<file path="src/rtl/pkt_arbiter.sv">
// Two-source packet arbiter: picks a source while idle, then forwards its
// whole packet word by word to a single downstream port. Ties between the
// sources are broken round robin. Completed packets are counted per source,
// and a sticky flag records any packet longer than MAX_PKT_WORDS.
module pkt_arbiter #(
  parameter int DATA_WIDTH    = 64,
  parameter int CTRL_WIDTH    = 8,
  parameter int CNT_WIDTH     = 16,
  parameter int MAX_PKT_WORDS = 256
) (
  input  logic                  clk,
  input  logic                  reset,
  input  logic [DATA_WIDTH-1:0] in0_data,
  input  logic [CTRL_WIDTH-1:0] in0_ctrl,
  input  logic                  in0_empty,
  output logic                  in0_rd_en,
  input  logic [DATA_WIDTH-1:0] in1_data,
  input  logic [CTRL_WIDTH-1:0] in1_ctrl,
  input  logic                  in1_empty,
  output logic                  in1_rd_en,
  output logic [DATA_WIDTH-1:0] out_data,
  output logic [CTRL_WIDTH-1:0] out_ctrl,
  output logic                  out_wr,
  input  logic                  out_rdy,
  output logic [CNT_WIDTH-1:0]  pkt_cnt0,
  output logic [CNT_WIDTH-1:0]  pkt_cnt1,
  output logic                  err_long
);

  // The word counter must be able to represent MAX_PKT_WORDS + 1 so that the
  // overflow transfer is still distinguishable after it saturates.
  localparam int WC_WIDTH = $clog2(MAX_PKT_WORDS + 2);
  localparam logic [WC_WIDTH-1:0] MAX_WC = WC_WIDTH'(MAX_PKT_WORDS);

  typedef enum logic [1:0] {IDLE, HDR, BODY} state_t;

  state_t                state_reg, state_next;
  logic                  grant_reg, grant_next;
  logic                  last_grant_reg, last_grant_next;
  logic [WC_WIDTH-1:0]   word_cnt_reg, word_cnt_next;
  logic [CNT_WIDTH-1:0]  pkt_cnt0_reg, pkt_cnt0_next;
  logic [CNT_WIDTH-1:0]  pkt_cnt1_reg, pkt_cnt1_next;
  logic                  err_long_reg, err_long_next;
  logic                  grant_empty;
  logic [CTRL_WIDTH-1:0] head_ctrl;

  assign pkt_cnt0 = pkt_cnt0_reg;
  assign pkt_cnt1 = pkt_cnt1_reg;
  assign err_long = err_long_reg;

  // State register: all control and statistics state, synchronous reset.
  always_ff @(posedge clk) begin
    if (reset) begin
      state_reg      <= IDLE;
      grant_reg      <= 1'b0;
      last_grant_reg <= 1'b1;
      word_cnt_reg   <= '0;
      pkt_cnt0_reg   <= '0;
      pkt_cnt1_reg   <= '0;
      err_long_reg   <= 1'b0;
    end else begin
      state_reg      <= state_next;
      grant_reg      <= grant_next;
      last_grant_reg <= last_grant_next;
      word_cnt_reg   <= word_cnt_next;
      pkt_cnt0_reg   <= pkt_cnt0_next;
      pkt_cnt1_reg   <= pkt_cnt1_next;
      err_long_reg   <= err_long_next;
    end
  end

  // Next-state and output logic: arbitration in IDLE, transfers in HDR/BODY.
  always_comb begin
    state_next      = state_reg;
    grant_next      = grant_reg;
    last_grant_next = last_grant_reg;
    word_cnt_next   = word_cnt_reg;
    pkt_cnt0_next   = pkt_cnt0_reg;
    pkt_cnt1_next   = pkt_cnt1_reg;
    err_long_next   = err_long_reg;
    out_wr          = 1'b0;
    in0_rd_en       = 1'b0;
    in1_rd_en       = 1'b0;
    grant_empty     = grant_reg ? in1_empty : in0_empty;
    head_ctrl       = grant_reg ? in1_ctrl  : in0_ctrl;
    out_data        = grant_reg ? in1_data  : in0_data;
    out_ctrl        = head_ctrl;

    case (state_reg)
      IDLE: begin
        word_cnt_next = '0;
        if (!in0_empty && !in1_empty) begin
          grant_next = ~last_grant_reg;
          state_next = HDR;
        end else if (!in0_empty) begin
          grant_next = 1'b0;
          state_next = HDR;
        end else if (!in1_empty) begin
          grant_next = 1'b1;
          state_next = HDR;
        end
      end
      HDR, BODY: begin
        if (!grant_empty && out_rdy) begin
          out_wr    = 1'b1;
          in0_rd_en = ~grant_reg;
          in1_rd_en = grant_reg;
          if (word_cnt_reg >= MAX_WC) err_long_next = 1'b1;
          if (word_cnt_reg != '1) word_cnt_next = word_cnt_reg + WC_WIDTH'(1);
          if (state_reg == HDR) begin
            if (head_ctrl == '0) state_next = BODY;
          end else if (head_ctrl != '0) begin
            // First control word after the body closes the packet.
            state_next      = IDLE;
            last_grant_next = grant_reg;
            word_cnt_next   = '0;
            if (grant_reg) pkt_cnt1_next = pkt_cnt1_reg + CNT_WIDTH'(1);
            else           pkt_cnt0_next = pkt_cnt0_reg + CNT_WIDTH'(1);
          end
        end
      end
      default: state_next = IDLE;
    endcase

    // No strobes may leave the block while reset is held.
    if (reset) begin
      out_wr    = 1'b0;
      in0_rd_en = 1'b0;
      in1_rd_en = 1'b0;
    end
  end

endmodule

</file>
<file path="config.mk">
export PLATFORM = sky130hd
export DESIGN_NAME = pkt_arbiter
export DESIGN_NICKNAME = d
export VERILOG_FILES = /design/src/rtl/pkt_arbiter.sv
export SDC_FILE = /design/constraint.sdc
export NUM_CORES = 1
export LEC_CHECK = 0
export BUFFER_PORTS_ARGS = -buffer_cell sky130_fd_sc_hd__buf_4
export CAP_MARGIN = 25
export CORE_AREA = 2 2 100 102
export CTS_BUF_LIST = sky130_fd_sc_hd__clkbuf_8
export DETAILED_ROUTE_END_ITERATION = 16
export DIE_AREA = 0 0 102 104
export GPL_TIMING_DRIVEN = 0
export PLACE_DENSITY = 0.67
export SYNTH_ARGS = -nofsm -noshare
export SYNTH_HDL_FRONTEND = slang
export SYNTH_SLANG_ARGS = --single-unit
</file>
<file path="constraint.sdc">
create_clock -name clk -period 4.3 [get_ports clk]
set_clock_uncertainty 0.2 [all_clocks]
set_input_delay 0.86 -clock clk [delete_from_list [all_inputs] [get_ports clk]]
set_output_delay 0.86 -clock clk [all_outputs]
set_load 0.05 [all_outputs]
</file>
* Word-level counts from Yosys, hierarchy flattened
Index checks and enable logic that the tools add are counted. W data, S select, Z words.
Storage, ports and cells: register bits after elaboration 46, bits in latches 0, RAM bits 0, ROM bits 0, input bits 149, output and inout port bits 108, word-level logic and storage cells 67, memories 0
Cells by class: add/sub/neg operators 3, $mul 0, divide/modulo/power cells 0, order comparisons 1, equal/unequal tests 8, shift operators 0, multiplexer cells 28, bitwise gates (word level) 3, reductions and logical operators 17
Operators by type and width (number):
- $mux W64 | 1
- $mux W9 | 4
- $add A16 B1 Y16 const B | 2
- $pmux W9 S2 | 1
- $mux W2 | 7
- $mux W1 | 13
- $reduce_and A5 Y1 | 2
- $add A9 B1 Y9 const B | 1
- $ge A9 B9 Y1 const B | 1
- $ne A9 B9 Y1 const B | 1
- $logic_not A8 Y1 | 1
- $mux W8 | 1
- $reduce_and A4 Y1 | 2
- $reduce_bool A8 Y1 | 1
- $ne A3 B3 Y1 const B | 2
- $ne A4 B4 Y1 const B | 1
- $pmux W2 S2 | 1
- $reduce_and A2 Y1 | 2
- $logic_not A1 Y1 | 3
- $ne A3 B2 Y1 const B | 1
- $not A1 Y1 | 3
- $reduce_and A3 Y1 | 1
- $eq A2 B1 Y1 const B | 1
- $eq A2 B2 Y1 const B | 1
- 5 further kinds | 6

* Logic depth before layout (Yosys ltp)
Gate-level depths: netlist of run 1.
depth after elaboration 6, depth in mapped cells 8, mapped depth without buffers 7

* Worst setup path before layout of run 1
OpenSTA, ideal clock, no wires.
path type input -> output, start in in1_empty, end out in0_rd_en, data arrival time 2.057 ns, required time 3.240 ns, setup slack 1.183 ns, cell stages on the path 4, cell sequence mux2i_1 and3_1 nand2b_1 nor2_1
Between the ends: cells in the longest elaborated chain, start to end 6
RTL lines:
- start, declared | line 19 | input logic in1_empty,
- $mux W1 | line 84 | grant_empty = grant_reg ? in1_empty : in0_empty;
- $logic_not A1 Y1 | line 104 | if (!grant_empty && out_rdy) begin
- $logic_and A1 B1 Y1 | line 104
- $mux W1 | line 104
- $mux W1 | line 89 | case (state_reg)
- $mux W1 | line 126 | if (reset) begin
- end, declared | line 16 | output logic in0_rd_en,
Every way passes these cells.

* Worst setup path after layout of run 1
start reg grant_reg, end out out_data[58]
Between the ends: cells in the longest elaborated chain, start to end 1
RTL lines:
- start, declared | line 38 | logic grant_reg, grant_next;
- start signal, assigned | line 63 | grant_reg <= grant_next;
- $mux W64 | line 86 | out_data = grant_reg ? in1_data : in0_data;
- end, declared | line 21 | output logic [DATA_WIDTH-1:0] out_data,
Every way passes these cells.

==> results of run 1 <==
[worst paths after layout]
kind / to / slack (ns) / cells after the start
max: out_data[58] / 0.79 / 5
min: err_long / 0.29 / 2
max reg2reg: pkt_cnt0[12] / 1.83 / 7
min reg2reg: err_long / 0.29 / 2
[area by class of cell]
type | instances | area (um2) | share of cell area
clock buffers | 5 | 68.8 | 0.0127
plain buffers | 18 | 77.6 | 0.0143
repair buffers | 256 | 1920 | 0.354
flip-flops and latches | 46 | 921 | 0.170
inverters | 9 | 33.8 | 0.00622
clock inverters | 3 | 21.3 | 0.00392
multi-input cells | 282 | 2220 | 0.408
diodes | 1 | 2.50 | 0.000461
well taps | 133 | 166 | 0.0306
[report_power, final]
group,switching [mW],internal (mW)
combinational,0.655,0.406
sequential,0.0164,0.443
clock,0.154,0.114
[per-layer routing]
layer	part of all wire	GRT usage	vias up
met1	0.38	0.259	1732
met3	0.074	0.0544	11
met5	0	0	-
met2	0.53	0.431	153
met4	0.015	0.0590	0
li1	-	-	1801
[cells by family (layout without fill, tap and decap cells)]
family	Yosys count	in the layout	share of synthesized area
AOI/OAI and AO/OA	29	29	0.0685
and+or+nand+nor	139	139	0.241
xor gates and xnor gates	30	30	0.0809
buffers and inverters	27	291	0.0343
adders and majority gates	7	7	0.0270
muxes	77	77	0.265
DFF	46	46	0.283
other	0	1	0
[through the flow]
stage | hold slack [ns] | power, mW
floorplan | 0.257 | 1.19
global placement | 0.271 | 1.52
detailed placement | 0.282 | 1.54
CTS | 0.298 | 1.80
global route | 0.325 | 1.87
finish | 0.290 | 1.79
[worst max-delay path: stages, from the launching register on]
cell and delay, ns:
dfxtp_1 0.31, buf_2 0.17, clkbuf_1 0.52, clkbuf_1 0.53, mux2_2 0.42, buf_4 0.19
[cells in the final DEF (no fill, tap or decap), drive strengths merged, types with 3 or more instances in the layout]
master    n
buf     260
clkbuf   19
nand2b    5
xnor2     7
nand3    13
xor2     23
o21ai     7
inv       9
nor2     42
nor4      9
ha        7
nor3      6
or3       5
mux2     72
a21oi    10
nand2    22
nor4b     3
dfxtp    46
and3      9
and4      3
nand4    17
mux2i     5
==> impl_metrics.py, run 1 <==
metrics = {
    "outcome": {
        "status": "completed",
    },
    "power_and_ir_drop": {
        "ir_worst_vdd_v": 0.000189,
        "power_density_nw_per_um2": 330,
        "leakage_nw": 2.43,
    },
    "clock_network": {
        "cts_sinks": 46,
        "cts_buffers": 5,
        "clk_pin_slew_worst_paths_ns": 0.09,
        "htreeDepth": 2,
        "cts-root-buf": "clkbuf_8",
        "cts_buffer_depth": 2,
        "cts_tree": "yes",
        "cts_hold_buf": 0,
        "clk_latency_ns": 0.30,
        "cts_setup_buffers": 0,
        "post_cts_resized": 0,
    },
    "sta": {
        "fmax_mhz": 285,
        "rsz0062_at_grt": "false",
        "fin_tns_setup_ns": 0,
        "setup_violations": 0,
        "slew-limit-headroom": 0.570,
        "finalHoldViolations": 0,
        "fin_crit_ns": 3.51,
        "slew_viol_final": 0,
        "finalCritPeriodShare": 0.817,
        "worst_slack_ns": 0.789,
        "tightest_slew_ns": 0.645,
    },
    "yosys": {
        "syn_inst": 355,
        "yosys.area.top_type_share": 0.283,
        "synth_common_cells": "mux2_2, dfxtp_1, nor2_1",
        "async_reset_ff_frac": 0,
        "synth_nets": 511,
        "synth_area_leaders": "dfxtp_1, mux2_2, xor2_1",
        "yosys_warnings": 0,
        "ys_ff_latch": 46,
        "yosysMostFrequentCell": "mux2_2",
        "syn-cell-area_um2": 3250,
        "synth_edf_count": 0,
        "synth_top_area_cell": "dfxtp_1",
        "yosysUniqueCellTypes": 42,
        "yosysSeqAreaShare": 0.283,
        "synth_area_per_cell_um2": 9.15,
        "ys.flop_type": "dfxtp_1",
    },
    "critical_path": {
        "cp_max_fo": 10,
        "setup.worst_path.end_class": "primary output",
        "critPathLaunchType": "flop",
        "worstSetupStartpoint": "grant_reg",
        "regToRegStartpoint": "state_reg[0]",
        "crit_type": "reg2out",
        "cp.required_ns": 3.24,
        "worstPathArrival_ns": 2.45,
    },
    "grt": {
        "grt.overflow.total": 0,
        "grt_pass1_wl_mm": 19.2,
        "grt_usage": 0.232,
        "grt_max_degree": 16,
        "antenna_found_initial": 1,
        "grt_pass1_vias": 3680,
    },
    "floorplan": {
        "rows": 36,
        "fp.coreArea_um2": 9550,
        "io_pins": 257,
        "fp.dieW_um": 102,
        "initial_core_util": 0.340,
        "die_area_um2": 10600,
        "dieHeight_um": 104,
    },
    "placed_design": {
        "portBuffers": 256,
        "place_ws_ns": 1.09,
        "dp.cells": 744,
        "placed_area_um2": 5340,
        "gp_congestion": 0.887,
        "place_hpwl_mm": 10.9,
    },
    "drt": {
        "antenna_left": 0,
        "firstDrtPassIters": 4,
        "drc_errors": 0,
        "drt_iter0_markers": 176,
        "vias_per_cell": 4.91,
        "wl_per_cell_um": 17.1,
        "wl_mm": 12.9,
        "num_vias": 3697,
    },
    "layout": {
        "fin_nets": 774,
        "fillerInstances": 885,
        "final_cell_area_um2": 5430,
        "syn_to_final_growth_pct": 67.1,
        "drive_gt1_frac": 0.564,
        "stdcell_count": 753,
        "fin_util": 0.569,
    },
    "min_path": {
        "hold_class": "reg2reg",
        "min_from": "err_long",
    },
    "flow_run": {
        "cap_violations": 0,
    },
}
No activity file was read; power rests on OpenSTA's default activity.
==> inputs of run 2 (changes only) <==
==> config.mk (replaced) <==
export PLATFORM = sky130hd
export DESIGN_NAME = pkt_arbiter
export DESIGN_NICKNAME = d
export VERILOG_FILES = /design/src/rtl/pkt_arbiter.sv
export SDC_FILE = /design/constraint.sdc
export NUM_CORES = 1
export LEC_CHECK = 0
export ABC_AREA = 1
export BUFFER_PORTS_ARGS = -buffer_cell sky130_fd_sc_hd__buf_4
export CAP_MARGIN = 25
export CORE_UTILIZATION = 39
export CTS_BUF_LIST = sky130_fd_sc_hd__clkbuf_8
export DETAILED_ROUTE_END_ITERATION = 16
export GPL_TIMING_DRIVEN = 0
export PLACE_DENSITY = 0.75
export SYNTH_ARGS = -nofsm -noshare
export SYNTH_HDL_FRONTEND = slang
export SYNTH_SLANG_ARGS = --single-unit
==> constraint.sdc (replaced) <==
create_clock -name clk -period 3.2 [get_ports clk]
set_clock_uncertainty 0.2 [all_clocks]
set_input_delay 0.64 -clock clk [delete_from_list [all_inputs] [get_ports clk]]
set_output_delay 0.64 -clock clk [all_outputs]
set_load 0.05 [all_outputs]
==> run 2 against run 1 <==
Compared with the run above: non-clock buffer count up 7; first-iteration DRC count down 9.1%; sequential power increased by 38%; critical path depth is 2 higher; core utilization rose by 6.9 points; power is 74% higher; clock power increased by 43%; setup slack lost 0.62 ns; critical path type unchanged; critical endpoint is now out_data[19].
==> impl_metrics.py, run 2 <==
metrics = {
    "power_and_ir_drop": {
        "p_seq_frac": 0.203,
        "p_int_mw": 1.39,
        "net-switching-power_mw": 1.73,
        "swShare": 0.556,
        "comb_power_share": 0.674,
        "ir_worst_vdd_v": 0.000341,
        "power.share.clock": 0.123,
        "leakage_nw": 3.11,
        "power_density_nw_per_um2": 530,
    },
    "layout": {
        "syn_to_final_growth_pct": 58.7,
        "fin_util": 0.637,
        "drive_gt1_frac": 0.332,
        "fillerInstances": 880,
        "mostFrequentLayoutCell": "nand2_1",
        "final_cell_mix": "nand2_1, buf_4, inv_1, nor2_1, dfxtp_1",
        "diodes": 0,
        "fin_nets": 1076,
    },
    "drt": {
        "num_vias": 4902,
        "vias_per_cell": 4.67,
        "wl_mm": 14.7,
        "firstDrtPassIters": 4,
        "antenna_left": 0,
        "wl_per_cell_um": 14.0,
        "drt_iter0_markers": 160,
        "drc_errors": 0,
    },
    "clock_network": {
        "cts_tree": "yes",
        "cts-root-buf": "clkbuf_8",
        "cts_sinks": 46,
        "cts_hold_buf": 0,
        "clk_pin_slew_worst_paths_ns": 0.09,
        "cts_buffers": 5,
        "clk_latency_ns": 0.31,
        "cts_buffer_depth": 2,
        "htreeDepth": 2,
        "cts_setup_buffers": 0,
    },
    "grt": {
        "grt.overflow.total": 0,
        "grt.busiest_layer": "met2",
        "gr-usage-met1": 0.309,
        "grt_usage": 0.294,
        "antenna_found_initial": 0,
        "grt_pass1_vias": 4788,
        "grt_max_degree": 17,
        "grtUsageMet3": 0.126,
        "grt_pass1_wl_mm": 22.9,
        "grtUsageMet2": 0.530,
    },
    "critical_path": {
        "worstPathArrival_ns": 2.19,
        "cp_max_fo": 10,
        "setup.worst_path.end_class": "primary output",
        "crit_type": "reg2out",
        "rr_worst_depth": 10,
        "r2r_slack_ns": 1.00,
        "regToRegStartpoint": "state_reg[0]",
        "cp.required_ns": 2.36,
        "critPathLaunchType": "flop",
        "reg2reg_to": "word_cnt_reg[2]",
    },
    "yosys": {
        "synth_area_per_cell_um2": 5.65,
        "yosysMostFrequentCell": "nand2_1",
        "ys_ff_latch": 46,
        "async_reset_ff_frac": 0,
        "synth_edf_count": 0,
        "yosysUniqueCellTypes": 32,
        "synth_top_area_cell": "nand2_1",
        "yosys_warnings": 0,
        "synth_common_cells": "nand2_1, inv_1, nor2_1",
        "syn_inst": 657,
        "synth_area_leaders": "nand2_1, dfxtp_1, inv_1",
        "syn-cell-area_um2": 3710,
        "yosysSeqAreaShare": 0.248,
        "synth_nets": 813,
        "yosys.area.top_type_share": 0.330,
        "ys.flop_type": "dfxtp_1",
    },
    "floorplan": {
        "rows": 35,
        "initial_core_util": 0.401,
        "fp.coreArea_um2": 9240,
        "fp.dieW_um": 99.5,
        "die_area_um2": 9910,
        "io_pins": 257,
        "dieHeight_um": 99.5,
    },
    "sta": {
        "fmax_mhz": 330,
        "finalCritPeriodShare": 0.948,
        "rsz0062_at_grt": "false",
        "slew-limit-headroom": 0.599,
        "tightest_slew_ns": 0.602,
        "fin_crit_ns": 3.03,
        "slew_viol_final": 0,
        "finalHoldViolations": 0,
        "setup_violations": 0,
        "fin_tns_setup_ns": 0,
    },
    "min_path": {
        "min_from": "err_long",
        "hold_class": "reg2reg",
        "hold_end": "err_long",
        "hold_path_depth": 2,
    },
    "placed_design": {
        "gp_congestion": 0.985,
        "place_hpwl_mm": 12.3,
        "portBuffers": 256,
    },
    "flow_run": {
        "cap_violations": 0,
    },
    "outcome": {
        "status": "completed",
    },
}
==> run 2: critical path, stage by stage, from the launching register on <==
cell      delay [ns]
dfxtp_1         0.33
buf_6           0.13
buf_8           0.14
clkbuf_1        0.42
clkbuf_1        0.39
nand2_1         0.10
nand2_1         0.15
buf_4           0.22
==> run 2: worst max path at each step <==
stage	from	end	slack [ns]
after floorplan	in1_empty	in0_rd_en	0.51
after global placement	grant_reg	out_data[19]	0.52
after detailed placement	grant_reg	out_data[19]	0.49
after CTS	grant_reg	out_data[19]	0.15
after global routing	grant_reg	out_data[34]	0.02
final	grant_reg	out_data[19]	0.17
==> run 2: area by class of cell <==
type	instances	area, um2	share of cell area
multi-input cells	517	2380	0.404
flip-flops and latches	46	921	0.156
well taps	129	161	0.0274
clock inverters	3	25.0	0.00425
plain buffers	25	153	0.0259
inverters	69	262	0.0444
clock buffers	5	68.8	0.0117
repair buffers	256	1920	0.326
==> run 2: per-stage QoR <==
step | hold slack (ns) | cells | power (mW) | cell area, um2 | setup WS, ns
6_report | 0.272 | 1050 | 3.12 | 5890 | 0.168
5_1_grt | 0.320 | 1050 | 3.30 | 5890 | 0.0176
4_1_cts | 0.279 | 1050 | 3.13 | 5890 | 0.145
3_5_place_dp | 0.256 | 1042 | 2.74 | 5790 | 0.495
3_3_place_gp | 0.258 | 1042 | 2.71 | 5790 | 0.521
2_1_floorplan | 0.224 | 657 | 2.04 | 3710 | 0.514
==> run 2: logic make-up (layout without fill, tap and decap cells) <==
| logic type | after synthesis | in the layout | synth area share |
|---|---|---|---|
| compound gates | 50 | 50 | 0.0772 |
| xor+xnor | 21 | 21 | 0.0496 |
| fa+ha+maj | 7 | 7 | 0.0236 |
| buf+inv | 94 | 358 | 0.111 |
| flops | 46 | 46 | 0.248 |
| simple gates | 439 | 439 | 0.490 |
==> run 2: timing repair <==
item,CTS,global route
hold endpoints to repair,0,0
endpoints found under the setup margin,0,1
gates resized for setup,0,2
==> run 2: power by group through the flow <==
stage                     Clock (mW)  Sequential [mW]  Combinational [mW]
after floorplan                    0            0.652                1.39
after global placement             0            0.643                2.07
after detailed placement           0            0.646                2.09
after CTS                      0.392            0.633                2.10
after global routing           0.416            0.637                2.25
final                          0.384            0.633                2.10
==> run 2: routing by layer <==
metal	routed length [um]	vias up	share of wire
li1	-	2531	-
met5	0	-	0
met4	300	0	0.020
met1	5610	2159	0.38
met3	1600	20	0.11
met2	7170	192	0.49
